File: src/rtl/serial_adder_n.sv
`default_nettype none
// ============================================================================
// Module      : serial_adder_n
// Description : Digit-serial adder/subtractor, DIGIT bits per clock with a
//               registered carry; start/busy/done handshake.
// Revision    : 1.0 - initial release
// ============================================================================
module serial_adder_n #(
  parameter int WIDTH = 8,
  parameter int DIGIT = 1
) (
  input  logic             clk,
  input  logic             rst_n,
  input  logic             start,
  input  logic             sub,
  input  logic [WIDTH-1:0] a,
  input  logic [WIDTH-1:0] b,
  input  logic             cin,
  output logic             busy,
  output logic             done,
  output logic [WIDTH-1:0] sum,
  output logic             cout
);

  localparam int c_n     = WIDTH / DIGIT;
  localparam int c_cnt_w = (c_n > 1) ? $clog2(c_n) : 1;
  localparam logic [c_cnt_w-1:0] c_last = c_cnt_w'(c_n - 1);

  generate
    if (WIDTH < 1 || DIGIT < 1 || (WIDTH % DIGIT) != 0) begin : g_bad_param
      $error("serial_adder_n: WIDTH must be >= 1 and a multiple of DIGIT");
    end
  endgenerate

  typedef enum logic [1:0] {
    S_IDLE = 2'd0,
    S_RUN  = 2'd1,
    S_DONE = 2'd2
  } state_t;

  state_t               r_state;
  state_t               w_state_next;
  logic                 w_accept;
  logic [WIDTH-1:0]     r_a;
  logic [WIDTH-1:0]     r_b;
  logic [WIDTH-1:0]     r_sum;
  logic                 r_carry;
  logic [c_cnt_w-1:0]   r_cnt;
  logic [DIGIT:0]       w_digit;
  logic [WIDTH-1:0]     w_sum_next;

  always_ff @(posedge clk) begin
    if (!rst_n) r_state <= S_IDLE;
    else        r_state <= w_state_next;
  end

  always_comb begin
    w_state_next = r_state;
    w_accept     = 1'b0;
    busy         = 1'b0;
    done         = 1'b0;
    case (r_state)
      S_IDLE: begin
        if (start) begin
          w_accept     = 1'b1;
          w_state_next = S_RUN;
        end
      end
      S_RUN: begin
        busy = 1'b1;
        if (r_cnt == c_last) w_state_next = S_DONE;
      end
      S_DONE: begin
        done = 1'b1;
        if (start) begin
          w_accept     = 1'b1;
          w_state_next = S_RUN;
        end else begin
          w_state_next = S_IDLE;
        end
      end
      default: w_state_next = S_IDLE;
    endcase
  end

  assign w_digit = {1'b0, r_a[DIGIT-1:0]} + {1'b0, r_b[DIGIT-1:0]}
                 + {{DIGIT{1'b0}}, r_carry};

  // Result digits enter at the MSB end so the first digit lands at bit 0.
  generate
    if (WIDTH == DIGIT) begin : g_sum_single
      assign w_sum_next = w_digit[DIGIT-1:0];
    end else begin : g_sum_shift
      assign w_sum_next = {w_digit[DIGIT-1:0], r_sum[WIDTH-1:DIGIT]};
    end
  endgenerate

  always_ff @(posedge clk) begin
    if (!rst_n) begin
      r_a     <= '0;
      r_b     <= '0;
      r_sum   <= '0;
      r_carry <= 1'b0;
      r_cnt   <= '0;
    end else if (w_accept) begin
      // Subtraction is a + ~b + 1; cin is ignored in that mode.
      r_a     <= a;
      r_b     <= sub ? ~b : b;
      r_carry <= sub ? 1'b1 : cin;
      r_cnt   <= '0;
    end else if (r_state == S_RUN) begin
      r_a     <= r_a >> DIGIT;
      r_b     <= r_b >> DIGIT;
      r_sum   <= w_sum_next;
      r_carry <= w_digit[DIGIT];
      r_cnt   <= r_cnt + c_cnt_w'(1);
    end
  end

  assign sum  = r_sum;
  assign cout = r_carry;

endmodule
`default_nettype wire
File: config.mk
export PLATFORM = sky130hd
export DESIGN_NAME = serial_adder_n
export DESIGN_NICKNAME = d
export VERILOG_FILES = /design/src/rtl/serial_adder_n.sv
export SDC_FILE = /design/constraint.sdc
export NUM_CORES = 1
export LEC_CHECK = 0
export BUFFER_PORTS_ARGS = -buffer_cell sky130_fd_sc_hd__buf_2
export CAP_MARGIN = 20
export CORE_UTILIZATION = 50
export DETAILED_ROUTE_END_ITERATION = 6
export PLACE_DENSITY_LB_ADDON = 0.12
export SLEW_MARGIN = 20
export SYNTH_ARGS = -nofsm -noshare
export SYNTH_HDL_FRONTEND = slang
export SYNTH_SLANG_ARGS = --single-unit
File: constraint.sdc
create_clock -name clk -period 2.3 [get_ports clk]
set_clock_uncertainty 0.05 [all_clocks]
set_input_delay 0 -clock clk [delete_from_list [all_inputs] [get_ports clk]]
set_output_delay 0 -clock clk [all_outputs]
set_load 0.02 [all_outputs]
==> results by group <==
STA
  – Post-route setup TNS: 0 ns
  – Unrepaired setup endpoints after global routing: false
  – Fin crit share: 0.673
  – Peak Freq: 0.646 GHz
  – Final setup violation count: 0
  – Final min period: 1.55 ns
  – Final Hold Viols: 0
  – Slew Limit Fails: 0
  – Slew at the pin closest to its max-slew limit: 0.760 ns
  – Worst slew margin relative to its limit: 0.493

Hold path
  – Worst Hold Depth: 4
  – Worst hold path class: in2reg

Global routing
  – Pin count of the biggest net entering global routing: 29
  – Vias in the first global route: 1109
  – Global routing usage summed across all routing layers: 0.235
  – Wire length of the first global-routing pass: 4.62 mm
  – Global route overflow: 0
  – Initial antenna violation count: 0

Logic synthesis
  – Library cell occupying the most area in the post-synthesis netlist: dfxtp_1
  – Summed instance area of the synthesized netlist: 0.00131 mm²
  – Fraction of synthesized cell area taken by the top area cell type: 0.458
  – Fraction of the yosys area taken by sequential cells: 0.458
  – Mean instance size in the synthesized netlist: 8.80 µm²
  – Number of distinct library cell variants in the gate-level netlist after synthesis: 28
  – Most common library cells after synthesis: dfxtp_1 (30), nand2_1 (29), a21boi_1 (11), nor3_1 (11), nor2_1 (9)
  – Dominant cells by area after synthesis: dfxtp_1 (46%), nand2_1 (8.3%), a21boi_1 (6.3%)
  – Mapped Cells: 149
  – Post-synth ARST share: 0
  – Register bit total from synthesis: 30
  – Mapped Nets: 173
  – Count leader, synth: dfxtp_1
  – Number of warnings issued by yosys: 0
  – Number of enable flip-flop cells after synthesis: 0
  – Top FF cell, synth: dfxtp_1

Die
  – Chip Width: 53.2 µm
  – Std-Cell Rows: 18
  – Core Box Area: 0.00248 mm²
  – Initial core utilization: 0.529
  – DIE HEIGHT: 53.2 µm
  – Area of the die: 0.00283 mm²
  – IO Count: 32

Worst setup path
  – Total buffers and inverters traversed by the critical path: 0
  – Highest fanout seen on the critical path: 21
  – Series of cell instances along the critical path: nand2b_1 > o221ai_1 > nor2_1
  – Crit path launch type: register
  – Reg2reg path depth: 3
  – Total number of cells along the worst setup path: 3
  – Data arrival time of the critical path: 1.75 ns
  – Slowest stage cell, crit path: nand2b_1
  – Crit Path Category: reg2reg
  – Worst Setup End Kind: register
  – Cell family with the largest share of critical-path delay: simple AND/OR/NAND/NOR gates
  – Worst endpoint required time: 2.50 ns
  – Peak per-stage delay on the critical path: 0.62 ns

Pwr
  – Pwr/cell area: 659 mW/mm²
  – Worst vdd rail ir drop: 0.458 mV
  – Static Leakage: 0.688 nW

CTS
  – H-tree depth: 2
  – Latest clock arrival within the worst-skew pair: 0.32 ns
  – Buffer type at the clock tree root: clkbuf_4
  – Total number of clock tree sinks: 30
  – Count of buffers added by post-CTS timing repair for setup: 0
  – Post-CTS Resized: 0
  – Clock buffers created by TritonCTS: 5
  – Post-CTS Hold Fix Bufs: 13
  – CTS tree: built
  – Maximum clock insertion buffer count: 2
  – Register clock-pin slew on the reported worst setup and hold paths: 0.09 ns

Route
  – Antenna Nets Post-Route: 0
  – Post-detailed-route DRC marker count: 0
  – Total Wirelength: 2.82 mm
  – First-iteration detailed-routing DRC count: 26
  – Detailed-route wire length per cell: 12.8 µm
  – Vias/cell: 5.51
  – Total via count after detailed routing: 1213
  – First-pass detailed-route iteration total: 4

Final layout
  – Storage cell area: 601 µm²
  – Post-Layout Inst Area: 0.00163 mm²
  – Layout cells sized above 1: 0.221
  – Final-stage net count: 213
  – Ant diodes: 0
  – Area of the multi-input gates: 634 µm²
  – Signed area change from the synthesized netlist to the final layout: 24.2%
  – Filler Cells Inserted: 222

Place
  – Number of port buffers: 31
  – Gpl congestion: 0.677
  – Placed instance area: 0.00144 mm²
  – DP Wirelength: 1.65 mm

Flow run
  – Max Cap Viol: 0

Run status
  – Result of the run: completed
-- area by class of cell --
| type | count | area share |
|---|---|---|
| flip-flops and latches | 30 | 0.369 |
| clock inverters | 1 | 0.00307 |
| repair buffers | 45 | 0.180 |
| inverters | 1 | 0.00230 |
| clock buffers | 7 | 0.0338 |
| multi-input cells | 106 | 0.389 |
| well taps | 30 | 0.0230 |
-- routing by layer --
layer / part of all wire / vias to the layer above / track usage
li1: - / 595 / -
met1: 0.43 / 582 / 0.247
met2: 0.51 / 31 / 0.423
met3: 0.042 / 5 / 0.0632
met4: 0.012 / 0 / 0.118
met5: 0 / - / 0
-- cell families after synthesis --
group	synth area share
simple gates	0.202
compound gates	0.187
flops	0.458
buf+inv	0.0582
xor+xnor	0.0601
fa+ha+maj	0.0343
-- report_power, final --
part	switching [mW]	internal (mW)	total [mW]
clock network	0.177	0.148	0.325
registers	0.0202	0.553	0.573
logic	0.0974	0.0777	0.175
-- final timing paths --
path,startpoint,endpoint,slack [ns]
setup / recovery,r_state[0]$_SDFFE_PN0P_,r_b[0]$_SDFFE_PN0P_,0.75
hold reg to reg,r_cnt[2]$_SDFFE_PP0N_,r_cnt[2]$_SDFFE_PP0N_,0.42
setup reg to reg,r_state[0]$_SDFFE_PN0P_,r_b[0]$_SDFFE_PN0P_,0.75
hold / removal,b[0],r_b[0]$_SDFFE_PN0P_,0.03
-- flip-flops by register name (all words and copies together) (netlist names) --
| name | flops |
|---|---|
| r_b | 8 |
| r_a | 8 |
| sum | 8 |
| cout | 1 |
| r_state | 2 |
| r_cnt | 3 |
-- worst register-to-register path: stages, from the launching register on --
cell and delay, ns:
dfxtp_1 0.40, nand2b_1 0.63, o221ai_1 0.25, nor2_1 0.16
-- stage by stage --
step | hold slack (ns) | setup slack [ns] | power (mW) | utilization | cells
5_1_grt | 0.0329 | 0.646 | 1.13 | 0.658 | 220
3_5_place_dp | 0.207 | 0.778 | 0.742 | 0.581 | 199
4_1_cts | 0.0213 | 0.754 | 1.08 | 0.658 | 220
3_3_place_gp | 0.193 | 0.841 | 0.736 | 0.581 | 199
2_1_floorplan | 0.0814 | 1.12 | 0.704 | - | 149
6_report | 0.0291 | 0.752 | 1.07 | 0.658 | 220
-- layout by cell type (no fill, tap or decap), types with 2 or more instances in the layout --
cell and instances:
buf_2 31, dfxtp_1 30, nand2_1 29, dlygate4sd3_1 13, a21boi_1 11, nor3_1 11, nor2_1 9, xor2_1 8
o221ai_1 8, nand3_1 5, clkbuf_4 5, a22oi_1 4, o21ai_0 4, a21oi_1 3, a21boi_0 2, a31oi_1 2
ha_1 2
Power figures use the tool's default switching activity.
